**src/rtl/seq_pkg.sv**
```systemverilog
// Shared definitions for the execute-stage sequencer: state encoding,
// run-mode codes and the default halt opcode.
package seq_pkg;

   typedef enum logic [2:0] {
      ST_IDLE    = 3'd0,
      ST_ARM     = 3'd1,
      ST_RUN     = 3'd2,
      ST_RD_WAIT = 3'd3,
      ST_WR_WAIT = 3'd4
   } seq_state_e;

   localparam logic [1:0]  MODE_FREE   = 2'b00;
   localparam logic [1:0]  MODE_SINGLE = 2'b01;
   localparam logic [1:0]  MODE_NSTEP  = 2'b10;

   localparam logic [15:0] HALT_OPCODE_DEF = 16'h0300;

   function automatic logic is_stepping(input logic [1:0] mode);
      return (mode == MODE_SINGLE) || (mode == MODE_NSTEP);
   endfunction

endpackage

```
**src/rtl/seq_wait_timer.sv**
```systemverilog
// Saturating wait-state counter with clear/enable and a minimum-reached
// compare against a caller-supplied limit (minimum cycles minus one).
module seq_wait_timer #(
   parameter int CNT_W = 4
) (
   input  logic             clock,
   input  logic             resetn,
   input  logic             clear_i,
   input  logic             enable_i,
   input  logic [CNT_W-1:0] limit_i,
   output logic             reached_o
);

   logic [CNT_W-1:0] cnt_q, cnt_d;

   always_ff @(posedge clock) begin
      if (!resetn) cnt_q <= '0;
      else         cnt_q <= cnt_d;
   end

   always_comb begin
      cnt_d = cnt_q;
      if (clear_i)                       cnt_d = '0;
      else if (enable_i && cnt_q != '1)  cnt_d = cnt_q + CNT_W'(1);
   end

   assign reached_o = (cnt_q >= limit_i);

endmodule

```
**src/rtl/exec_sequencer.sv**
```systemverilog
// Execute-stage sequencer: gates PC increment and load source per instruction,
// inserts req/ack memory wait states and provides free/single/N-step run modes.
module exec_sequencer
   import seq_pkg::*;
#(
   parameter int          RD_MIN      = 1,
   parameter int          WR_MIN      = 1,
   parameter int          CNT_W       = 4,
   parameter int          STEP_W      = 8,
   parameter logic [15:0] HALT_OPCODE = HALT_OPCODE_DEF
) (
   input  logic              clock,
   input  logic              resetn,
   input  logic              user_clock,
   input  logic              stop_req,
   input  logic [1:0]        run_mode,
   input  logic [STEP_W-1:0] step_count,
   input  logic [15:0]       current_instruction,
   input  logic [1:0]        dec_load_src,
   input  logic              dec_store,
   input  logic              dec_increment,
   input  logic              mem_ack,
   output logic              program_counter_increment,
   output logic [1:0]        alu_load_src,
   output logic              mem_rd_req,
   output logic              mem_wr_req,
   output logic              running,
   output logic [STEP_W-1:0] steps_left,
   output logic [2:0]        state_dbg
);

   localparam logic [CNT_W-1:0] RD_LIM = CNT_W'(RD_MIN - 1);
   localparam logic [CNT_W-1:0] WR_LIM = CNT_W'(WR_MIN - 1);

   seq_state_e        state_q, state_d;
   logic [STEP_W-1:0] steps_q, steps_d;
   logic              step_mode_q, step_mode_d;
   logic              timer_clear, timer_reached, retire;
   logic              need_rd, need_wr;

   assign need_rd = dec_load_src[1];
   assign need_wr = dec_store;

   seq_wait_timer #(.CNT_W(CNT_W)) u_wait_timer (
      .clock     (clock),
      .resetn    (resetn),
      .clear_i   (timer_clear),
      .enable_i  ((state_q == ST_RD_WAIT) || (state_q == ST_WR_WAIT)),
      .limit_i   ((state_q == ST_WR_WAIT) ? WR_LIM : RD_LIM),
      .reached_o (timer_reached)
   );

   always_ff @(posedge clock) begin
      if (!resetn) begin
         state_q     <= ST_IDLE;
         steps_q     <= '0;
         step_mode_q <= 1'b0;
      end else begin
         state_q     <= state_d;
         steps_q     <= steps_d;
         step_mode_q <= step_mode_d;
      end
   end

   always_comb begin
      state_d     = state_q;
      steps_d     = steps_q;
      step_mode_d = step_mode_q;
      timer_clear = 1'b0;
      case (state_q)
         ST_IDLE: if (!user_clock) state_d = ST_ARM;
         ST_ARM: begin
            if (user_clock) begin
               state_d     = ST_RUN;
               step_mode_d = is_stepping(run_mode);
               case (run_mode)
                  MODE_SINGLE: steps_d = STEP_W'(1);
                  MODE_NSTEP:  steps_d = (step_count == '0) ? STEP_W'(1) : step_count;
                  default:     steps_d = '0;
               endcase
            end
         end
         ST_RUN: begin
            if (need_rd) begin
               state_d     = ST_RD_WAIT;
               timer_clear = 1'b1;
            end else if (need_wr) begin
               state_d     = ST_WR_WAIT;
               timer_clear = 1'b1;
            end
         end
         ST_RD_WAIT: begin
            if (timer_reached && mem_ack && need_wr) begin
               state_d     = ST_WR_WAIT;
               timer_clear = 1'b1;
            end
         end
         default: ;
      endcase
      // Stop and halt are only honoured at instruction boundaries.
      if (retire) begin
         if (step_mode_q && steps_q != '0) steps_d = steps_q - STEP_W'(1);
         if (stop_req || current_instruction == HALT_OPCODE ||
             (step_mode_q && steps_q <= STEP_W'(1)))
            state_d = ST_IDLE;
         else
            state_d = ST_RUN;
      end
   end

   always_comb begin
      retire     = 1'b0;
      mem_rd_req = 1'b0;
      mem_wr_req = 1'b0;
      running    = 1'b0;
      case (state_q)
         ST_RUN: begin
            running = 1'b1;
            retire  = !need_rd && !need_wr;
         end
         ST_RD_WAIT: begin
            running    = 1'b1;
            mem_rd_req = 1'b1;
            retire     = timer_reached && mem_ack && !need_wr;
         end
         ST_WR_WAIT: begin
            running    = 1'b1;
            mem_wr_req = 1'b1;
            retire     = timer_reached && mem_ack;
         end
         default: ;
      endcase
      // A reset arriving mid-wait must not leak a retire pulse.
      retire                    = retire && resetn;
      program_counter_increment = retire && dec_increment;
      alu_load_src              = retire ? dec_load_src : 2'b00;
   end

   assign steps_left = steps_q;
   assign state_dbg  = state_q;

endmodule

```
**config.mk**
```make
export PLATFORM = sky130hd
export DESIGN_NAME = exec_sequencer
export DESIGN_NICKNAME = d
export VERILOG_FILES = /design/src/rtl/seq_pkg.sv /design/src/rtl/seq_wait_timer.sv /design/src/rtl/exec_sequencer.sv
export SDC_FILE = /design/constraint.sdc
export NUM_CORES = 1
export LEC_CHECK = 0
export BUFFER_PORTS_ARGS = -buffer_cell sky130_fd_sc_hd__buf_2
export CAP_MARGIN = 20
export CORE_ASPECT_RATIO = 0.7
export CORE_MARGIN = 2
export CORE_UTILIZATION = 40
export CTS_CLUSTER_DIAMETER = 50
export DETAILED_ROUTE_END_ITERATION = 10
export PLACE_DENSITY = 0.76
export SETUP_SLACK_MARGIN = 0.1
export SLEW_MARGIN = 20
export SYNTH_ARGS = -nofsm -noshare
export SYNTH_HDL_FRONTEND = slang
export SYNTH_SLANG_ARGS = --single-unit
```
**constraint.sdc**
```tcl
create_clock -name clock -period 1.89 [get_ports clock]
set_input_delay 0.0945 -clock clock [delete_from_list [all_inputs] [get_ports clock]]
set_output_delay 0.0945 -clock clock [all_outputs]
set_load 0.1 [all_outputs]
```
==> results of run 1 <==
## sequential cells by signal, summed over array words and instances, names as in the netlist
| signal | cells |
|---|---|
| state_dbg | 3 |
| steps_left | 8 |
| step_mode_q | 1 |
## synth_stat cells (2+ instances only)
library cell / count
a211oi_1: 6
a21oi_1: 5
a221oi_1: 2
and2_1: 4
and3_1: 3
buf_6: 2
clkbuf_1: 3
dfxtp_1: 12
ha_1: 4
inv_1: 9
nand2_1: 6
nand2b_1: 2
nand3_1: 4
nand4_1: 2
nor2_1: 6
nor2b_1: 2
nor3_1: 9
nor4_1: 6
o21ai_0: 2
o31ai_1: 2
or4_1: 2
## per-stage QoR
stage / area, um^2 / cells / hold WS (ns) / TNS, ns
2_1_floorplan: 1020 / 119 / 0.250 / -0.159
3_3_place_gp: 1370 / 203 / 0.375 / 0
3_5_place_dp: 1370 / 203 / 0.375 / 0
4_1_cts: 1530 / 218 / 0.0902 / 0
5_1_grt: 1600 / 222 / 0.102 / -0.00841
6_report: 1600 / 222 / 0.0781 / 0
## worst reg2reg max path: cells and delay by family, from the launching register on
kind,cells,cell delay (ns)
compound gates,3,0.69
fa+ha+maj,1,0.13
buf+inv,1,0.07
flops,1,0.36
simple gates,2,0.49
## cell type report
class / instances / area, um^2
fill: 165 / 607
clock buffer: 3 / 22.5
tap: 32 / 40.0
timing repair buffer: 73 / 472
sequential: 12 / 269
multi-input combinational: 93 / 758
inverter: 9 / 38.8
## power groups by stage
| stage | logic [W] | registers [W] | clock network [W] |
|---|---|---|---|
| 2_1_floorplan | 0.000153 | 0.000358 | 0 |
| 5_1_grt | 0.000393 | 0.000280 | 0.000177 |
| 4_1_cts | 0.000346 | 0.000276 | 0.000158 |
| 3_3_place_gp | 0.000314 | 0.000283 | 0 |
| 3_5_place_dp | 0.000319 | 0.000283 | 0 |
| 6_report | 0.000373 | 0.000279 | 0.000161 |
## how the worst max path moves through the flow
stage / startpoint / endpoint / slack (ns) / depth (start not counted)
floorplan: state_dbg[0]$_SDFFE_PN0P_ / steps_left[4]$_SDFF_PN0_ / -0.06 / 5
global placement: steps_left[1]$_SDFF_PN0_ / steps_left[1]$_SDFF_PN0_ / 0.09 / 8
detailed placement: steps_left[1]$_SDFF_PN0_ / steps_left[2]$_SDFF_PN0_ / 0.02 / 7
CTS: state_dbg[1]$_SDFFE_PN0P_ / program_counter_increment / 0.06 / 5
global route: steps_left[0]$_SDFF_PN0_ / steps_left[6]$_SDFF_PN0_ / -0.008 / 9
finish: steps_left[1]$_SDFF_PN0_ / steps_left[5]$_SDFF_PN0_ / 0.02 / 7
## repair_timing
action | 4_1_cts | 5_1_grt
resized for setup | 8 | 9
hold buffers | 0 | 0
pin swaps | 11 | 9
endpoints found under the setup margin | 7 | 11
buffers inserted | 12 | 4
## routing by layer
metal  wire [um]  GRT usage  vias up
met4          10     0.0622        0
met5           0          0        -
met1        1540      0.317      587
met2        1640      0.447       84
met3         378     0.0698        2
li1            -          -      605
## cells by family (layout without fill, tap and decap cells)
kind of cell,after synthesis,count (layout),synth area share
compound gates,29,29,0.233
xor+xnor,2,2,0.0183
fa+ha+maj,4,4,0.0524
buf+inv,14,85,0.0707
flops,12,12,0.251
mux,1,1,0.0105
simple gates,57,57,0.364
==> summary.md, run 1 <==
| Metric | Value |
|---|---|
| GRT Total Usage | 0.254 |
| Vias in the first global route | 1,161 |
| CP Launch Type | flip-flop |
| Vert. Die Dim | 44.9 um |
| Setup Viol. Count Final | 0 |
| Max Freq | about 0.54 GHz |
| Final wirelength | 3560 um |
| Switch Pwr | 0.000345 W |
| Comb pwr share | 0.459 |
| Final clock skew | 0.00513 ns |
| Final total power | 0.000813 W |
| Core box area | roughly 2200 um^2 |
| Flop pwr share | 0.343 |
| Vias per cell | 5.76 |
| Starting DRC count in detailed routing | 84 |
| Worst-skew pair later-pin latency | roughly 0.28 ns |
| Critical Path AT | between 2 and 2.5 ns |
| Share of layout cells above drive strength 1 | 0.579 |
| FP Rows | 14 |
| Worst-path cell chain | inv_4, ha_4, or3b_4, o2111ai_4, nor2_4, a211oi_1, a211oi_2 |
| Commonest non-fill, non-tap cell in the layout | buf_2 |
| Post-DRT Antenna Nets | 0 |
| LEAKAGE | 0.757 nW |
| Max-cap check violation count | 0 |
| TritonCTS buffer count | 3 |
| Worst Path Max Fanout | 7 |
| P per Cell Area | 508 nW/um^2 |
| Slew Limit Headroom | 0.676 |
| Clock power frac | 0.198 |
| Yosys top cell area share | 0.251 |
| Synth Flop Type | dfxtp_1 |
| Post-synth EDFFs | 0 |
| Seq/Total Area, Yosys | 0.251 |
| Setup slack at placement | 0.0244 ns |
| CP max stage cell | or3b_4 |
| Min Tclk post-route | 1.87 ns |
| Buffers on Ports | 51 |
| Async S/R FF share, synth | 0 |
| Initial antenna violation count | 0 |
| GP Congestion | 0.869 |
| Mapped Nets | 158 |
| RR Endpoint | steps_left[5]$_SDFF_PN0_ |
| Hold Path End | state_dbg[1]$_SDFFE_PN0P_ |
| Switching Fraction | 0.425 |
| Hold Path Origin | stop_req |
| Area added between synthesis and finish | 67.4% |
| FF+latch count, synth | 12 |
| Cells after Synth | 119 |
| Residual DRC count | 0 |
| Worst R2R Start | steps_left[1]$_SDFF_PN0_ |
| Final slew viol count | 0 |
| DIE AREA | ~2800 um^2 |
| Flop2flop setup slack | 0.02 ns |
| Synth cell types | 47 |
| Hold WC Path Type | input port to flip-flop |
| Starting density of the core | 0.433 |
| Reg2Reg Depth | 7 |
| Setup Crit Path Kind | flip-flop to flip-flop |
| Avg Cell Area, Syn | 8.03 um^2 |
| First-pass DRT Iterations | 4 |
| Dpl hpwl | between 2000 and 2500 um |
| Net count, final | 231 |
| CTS tree | built |
| Fin util | 0.725 |
| CP bufs+invs | 1 |
| Worst-margin pin slew | 0.490 ns |
| CTS H-tree lvls | 1 |
| Number of antenna diodes | 0 |
| Final period util | 0.987 |
| Vias | between 1,000 and 1,500 |
| Ys Warns | 0 |
| DIE WIDTH | about 62 um |
| Clock Path Buffers | 2 |
| WHS Path Cells | 4 |
| Cell-internal power | 0.000467 W |
| CP delay by family, top | compound AO/OA/AOI/OAI gates |
| Clk slew on worst S/H paths | 0.08 ns |
| Leading cell types in the layout, fill and taps excluded | buf_2 (47), buf_4 (21), inv_1 (7) |
| GRT overflow | 0 |
| Pin count of the biggest net entering global routing | 12 |
| Clock Root Buffer | clkbuf_4 |
| CP peak stage delay | ~0.4 ns |
| WL per Instance | 16.1 um |
| Cell taking the most area after synthesis | dfxtp_1 |
| Crit end category | flip-flop |
| Global-route wire length before repair | 5510 um |
| Status | completed |
| Post-Syn Area | 956 um^2 |
| RSZ-0062 raised after global routing | yes |
| Clock sink count | 12 |
| Fin. Hold Viols | 0 |
| Final worst setup slack | 0.0245 ns |
| Maximum VDD drop | between 0.4 and 0.5 mV |
| Top post-synthesis cells by area | dfxtp_1 (25%), ha_1 (5.2%), nor3_1 (4.7%) |
| Critical Path RT | between 2 and 2.5 ns |
| Io pins | 52 |
(Power assumes the default switching activity.)
==> inputs of run 2 (changes only) <==
==> constraint.sdc (replaced) <==
create_clock -name clock -period 1.89 [get_ports clock]
set_input_delay 0.189 -clock clock [delete_from_list [all_inputs] [get_ports clock]]
set_output_delay 0.189 -clock clock [all_outputs]
set_load 0.1 [all_outputs]
==> summary.md, run 2 (synthesis results as in run 1) <==
| Metric | Value |
|---|---|
| Hold WC Path Type | input port to flip-flop |
| Max-cap check violation count | 0 |
| Number of antenna diodes | 0 |
| Non-Filler Instances | roughly 230 |
| Dpl hpwl | 2470 um |
| Max Freq | around 0.52 GHz |
| Busiest grt layer | met2 |
| FP Rows | 14 |
| Fillers | 158 |
| Clock Root Buffer | clkbuf_4 |
| Residual DRC count | 0 |
| WHS Path Cells | 4 |
| CTS H-tree lvls | 1 |
| Met2 Track Usage GR | 0.484 |
| Failing checks | negative setup slack |
| Vert. Die Dim | between 40 and 50 um |
| CP bufs+invs | 1 |
| Initial antenna violation count | 0 |
| GRT Total Usage | 0.281 |
| Global-route wire length before repair | between 6000 and 7000 um |
| Fin util | 0.749 |
| Clock sink count | 12 |
| GRT overflow | 0 |
| Net count, final | 233 |
| CP delay by family, top | simple AND/OR/NAND/NOR gates |
| RR Endpoint | steps_left[2]$_SDFF_PN0_ |
| Hold Path Origin | stop_req |
| Switching Fraction | 0.432 |
| Sequential cell area | ~270 um^2 |
| Buffers on Ports | 51 |
| Clock power frac | 0.212 |
| Flop pwr share | 0.326 |
| Final clock skew | around 0.0047 ns |
| Cell-internal power | 0.000484 W |
| Vias | about 1,300 |
| DIE WIDTH | 62.4 um |
| GR Util met3 | 0.0698 |
| CP Launch Type | flip-flop |
| Comb pwr share | 0.462 |
| Flop2flop setup slack | 0.03 ns |
| CTS tree | built |
| LEAKAGE | a little under 0.8 nW |
| Critical Path RT | 1.70 ns |
| Slew Limit Headroom | 0.673 |
| Largest register FFs | 8 |
| Critical Path AT | 1.74 ns |
| Hold Path End | state_dbg[1]$_SDFFE_PN0P_ |
| Final period util | 1.02 |
| Starting DRC count in detailed routing | 69 |
| Met1 usage | 0.334 |
| Setup Crit Path Kind | flip-flop to primary output |
| Commonest non-fill, non-tap cell in the layout | buf_2 |
| P per Cell Area | 515 nW/um^2 |
| Vias in the first global route | 1,257 |
| CP max stage cell | or3b_4 |
| Final slew viol count | 0 |
| TNS Setup | -0.106 ns |
| Maximum VDD drop | ~0.40 mV |
| Worst-skew pair later-pin latency | 0.29 ns |
| Starting density of the core | 0.433 |
| Min Tclk post-route | about 1.9 ns |
| CP peak stage delay | 0.41 ns |
| Io pins | 52 |
| GP Congestion | 0.933 |
| DIE AREA | 2800 um^2 |
| Leading cell types in the layout, fill and taps excluded | buf_2 (46), buf_4 (20), inv_1 (7) |
| Cell depth of the worst setup path | 5 |
| Core box area | 2210 um^2 |
| Clock Path Buffers | 2 |
| Worst R2R Start | steps_left[1]$_SDFF_PN0_ |
| Worst Path Max Fanout | 4 |
| Final wirelength | 3930 um |
| Crit end category | primary output |
| Final worst setup slack | -0.0376 ns |
| Fin. Hold Viols | 0 |
| Post-DRT Antenna Nets | 0 |
| Vias per cell | 5.97 |
| Worst-margin pin slew | 0.494 ns |
| TritonCTS buffer count | 3 |
| Placed cell count | 204 |
| Setup Viol. Count Final | 3 |
| Area added between synthesis and finish | 73.0% |
| Status | finished with violations |
| Hold_buf cts | 0 |
| Worst-path cell chain | or3b_4, o32ai_4, and3_4, and2_4, buf_12 |
| Switch Pwr | 0.000368 W |
| First-pass DRT Iterations | 4 |
| WL per Instance | 17.4 um |
| Pin count of the biggest net entering global routing | 11 |
| Share of layout cells above drive strength 1 | 0.596 |
| Setup slack at placement | -0.0347 ns |
| RSZ-0062 raised after global routing | yes |
| Clk slew on worst S/H paths | 0.08 ns |
| Reg2Reg Depth | 7 |
| Area of the multi-input gates | 788 um^2 |
## run 2: changes by cell type in the layout (fill, tap and decap cells not counted), sizes merged
cell	previous run	this run
buf	72	74
nor2	7	8
## run 2: final cells by class
| class | count | area share |
|---|---|---|
| Inverter | 9 | 0.0219 |
| Timing Repair Buffer | 74 | 0.300 |
| Sequential cell | 12 | 0.161 |
| Clock buffer | 4 | 0.0159 |
| Multi-Input combinational cell | 94 | 0.477 |
| Tap cell | 32 | 0.0242 |
## run 2: how the worst max path moves through the flow
| stage | startpoint | endpoint |
|---|---|---|
| 6_report | state_dbg[2]$_SDFFE_PN0P_ | alu_load_src[0] |
| 5_1_grt | state_dbg[1]$_SDFFE_PN0P_ | alu_load_src[1] |
| 4_1_cts | state_dbg[2]$_SDFFE_PN0P_ | alu_load_src[0] |
| 3_5_place_dp | state_dbg[2]$_SDFFE_PN0P_ | steps_left[4]$_SDFF_PN0_ |
| 3_3_place_gp | steps_left[1]$_SDFF_PN0_ | steps_left[2]$_SDFF_PN0_ |
| 2_1_floorplan | state_dbg[0]$_SDFFE_PN0P_ | alu_load_src[1] |
## run 2: metrics by stage
step           area (um^2)  total power, W  hold WS, ns
2_1_floorplan         1010        0.000512        0.344
6_report              1650        0.000852        0.194
3_5_place_dp          1370        0.000610        0.475
3_3_place_gp          1370        0.000601        0.475
4_1_cts               1550        0.000806        0.189
5_1_grt               1650        0.000881        0.200
## run 2: power by group through the flow
stage / combinational, W / clock, W / sequential (W)
after floorplan: 0.000154 / 0 / 0.000358
after global placement: 0.000320 / 0 / 0.000281
after detailed placement: 0.000327 / 0 / 0.000282
after CTS: 0.000358 / 0.000172 / 0.000276
after global routing: 0.000412 / 0.000190 / 0.000279
final: 0.000394 / 0.000181 / 0.000277
## run 2: repair_timing
action	CTS	global route
cloned	1	0
gates resized for setup	9	15
endpoints found under the hold margin	0	0
buffers inserted	12	4
pin swaps	7	12
endpoints found under the setup margin	10	13
## run 2: worst reg2reg max path: stages (launching register included)
cell       delay [ns]
dfxtp_4          0.36
inv_4            0.06
ha_4             0.12
or3b_4           0.40
o2111ai_4        0.29
nor2_4           0.09
a311o_1          0.33
nor3_2           0.12
## run 2: per-layer routing
metal	vias up	wire, um	part of all wire
met5	-	0	0
met4	0	101	0.026
met3	11	368	0.094
met2	77	1800	0.46
met1	643	1650	0.42
li1	613	-	-
==> inputs of run 3 (changes only) <==
- SKIP_LAST_GASP: unset -> 1
==> summary.md, run 3 (synthesis results as in run 1) <==
| Metric | Value |
|---|---|
| Status | finished with violations |
| Failing checks | negative setup slack |
| Clock sink count | 12 |
| FP Rows | 14 |
| Max Freq | 0.518 GHz |
| Worst-margin pin slew | 0.494 ns |
| Fin. Hold Viols | 0 |
| Io pins | 52 |
| Met1 usage | 0.334 |
| Slew Limit Headroom | 0.673 |
| Design area | approximately 1700 um^2 |
| Share of layout cells above drive strength 1 | 0.596 |
| Leading cell types in the layout, fill and taps excluded | buf_2 (46), buf_4 (20), inv_1 (7) |
| Vias in the first global route | roughly 1,300 |
| GR Util met3 | 0.0698 |
| GP Congestion | just over 0.9 |
| Hold WC Path Type | input port to flip-flop |
| TritonCTS buffer count | 3 |
| Setup crit start | state_dbg[2]$_SDFFE_PN0P_ |
| Setup slack at placement | -0.0347 ns |
| Critical Path AT | approximately 1.7 ns |
| DIE AREA | 2800 um^2 |
| WL per Instance | 17.6 um |
| Worst-skew pair later-pin latency | 0.28 ns |
| Setup Crit Path Kind | flip-flop to primary output |
| Final worst setup slack | -0.0405 ns |
| Clock Path Buffers | 2 |
| Worst Path Max Fanout | 4 |
| Final clock skew | 0.00112 ns |
| GRT Total Usage | 0.280 |
| Hold_buf cts | 0 |
| P per Cell Area | around 510 nW/um^2 |
| Final wirelength | 3950 um |
| Starting density of the core | 0.433 |
| Max-cap check violation count | 0 |
| Net count, final | 233 |
| Dpl hpwl | 2470 um |
| Starting DRC count in detailed routing | 79 |
| Maximum VDD drop | 0.400 mV |
| Vias per cell | around 6.0 |
| Post-DRT Antenna Nets | 0 |
| GRT overflow | 0 |
| Met2 Track Usage GR | 0.480 |
| Placed cell area | 1370 um^2 |
| Worst R2R Start | steps_left[1]$_SDFF_PN0_ |
| CP max stage cell | or3b_4 |
| Non-Filler Instances | 225 |
| Vert. Die Dim | 44.9 um |
| First-pass DRT Iterations | 4 |
| Crit end category | primary output |
| Clock Root Buffer | clkbuf_4 |
| DIE WIDTH | roughly 62 um |
| CP Launch Type | flip-flop |
| Vias | 1,344 |
| LEAKAGE | 0.770 nW |
| Initial antenna violation count | 0 |
| Placed cell count | 204 |
| Commonest non-fill, non-tap cell in the layout | buf_2 |
| Number of antenna diodes | 0 |
| Final total power | ~0.00085 W |
| Residual DRC count | 0 |
| Buffers on Ports | between 50 and 60 |
| Setup Viol. Count Final | 3 |
| Pin count of the biggest net entering global routing | 11 |
| Largest register FFs | 8 |
| Final slew viol count | 0 |
| Busiest grt layer | met2 |
| Area added between synthesis and finish | 73.0% |
| Clk slew on worst S/H paths | around 0.08 ns |
| CP peak stage delay | ~0.41 ns |
| Fin util | 0.749 |
| CTS H-tree lvls | 1 |
| Hold Path Origin | stop_req |
| Min Tclk post-route | between 1.5 and 2 ns |
| RSZ-0062 raised after global routing | yes |
| Worst-path cell chain | or3b_4, o32ai_4, and3_4, and2_4, buf_12 |
| CTS tree | built |
| Final period util | 1.02 |
| Global-route wire length before repair | approximately 6000 um |
| Critical Path RT | 1.70 ns |
| Core box area | 2210 um^2 |
[run 3: cell counts in the layout (fill, tap and decap cells not counted)]
Identical to the previous run, type by type.
[run 3: per-stage QoR]
step                hold WS, ns  setup TNS (ns)
floorplan                 0.344          -0.392
global placement          0.475               0
detailed placement        0.475         -0.0666
CTS                       0.189         -0.0109
global route              0.200          -0.357
finish                    0.198          -0.115
[run 3: critical path: cells and delay by family, from the launching register on]
kind,cells,cell delay (ns)
AOI/OAI and AO/OA,1,0.12
buffers and inverters,1,0.16
DFF,1,0.37
and+or+nand+nor,3,0.80
[run 3: path summary, 6_finish.rpt]
path / end / slack [ns] / cells after the start
setup / recovery: alu_load_src[0] / -0.04 / 5
hold reg to reg: steps_left[1]$_SDFF_PN0_ / 0.63 / 3
setup reg to reg: steps_left[2]$_SDFF_PN0_ / 0.03 / 7
hold / removal: state_dbg[1]$_SDFFE_PN0P_ / 0.20 / 4
[run 3: final cells by class]
type                    instances  area (um^2)
well taps                      32         40.0
repair buffers                 74          497
clock buffers                   4         26.3
multi-input cells              94          788
flip-flops and latches         12          267
inverters                       9         36.3
fillers                       158          553
[run 3: repair_timing]
item,in CTS,in global routing
setup buffers,12,4
endpoints found under the setup margin,10,13
pin swaps,7,12
resized for setup,7,19
hold endpoints to repair,0,0
cloned,1,0
[run 3: layer usage]
metal | vias to the layer above | share of wire
li1 | 612 | -
met1 | 621 | 0.41
met2 | 99 | 0.46
met3 | 12 | 0.11
met4 | 0 | 0.025
met5 | - | 0
[run 3: where the power goes]
group | switching [W] | internal (W) | total, W
combinational | 0.000255 | 0.000139 | 0.000394
sequential | 0.0000154 | 0.000262 | 0.000278
clock | 0.0000967 | 0.0000821 | 0.000179
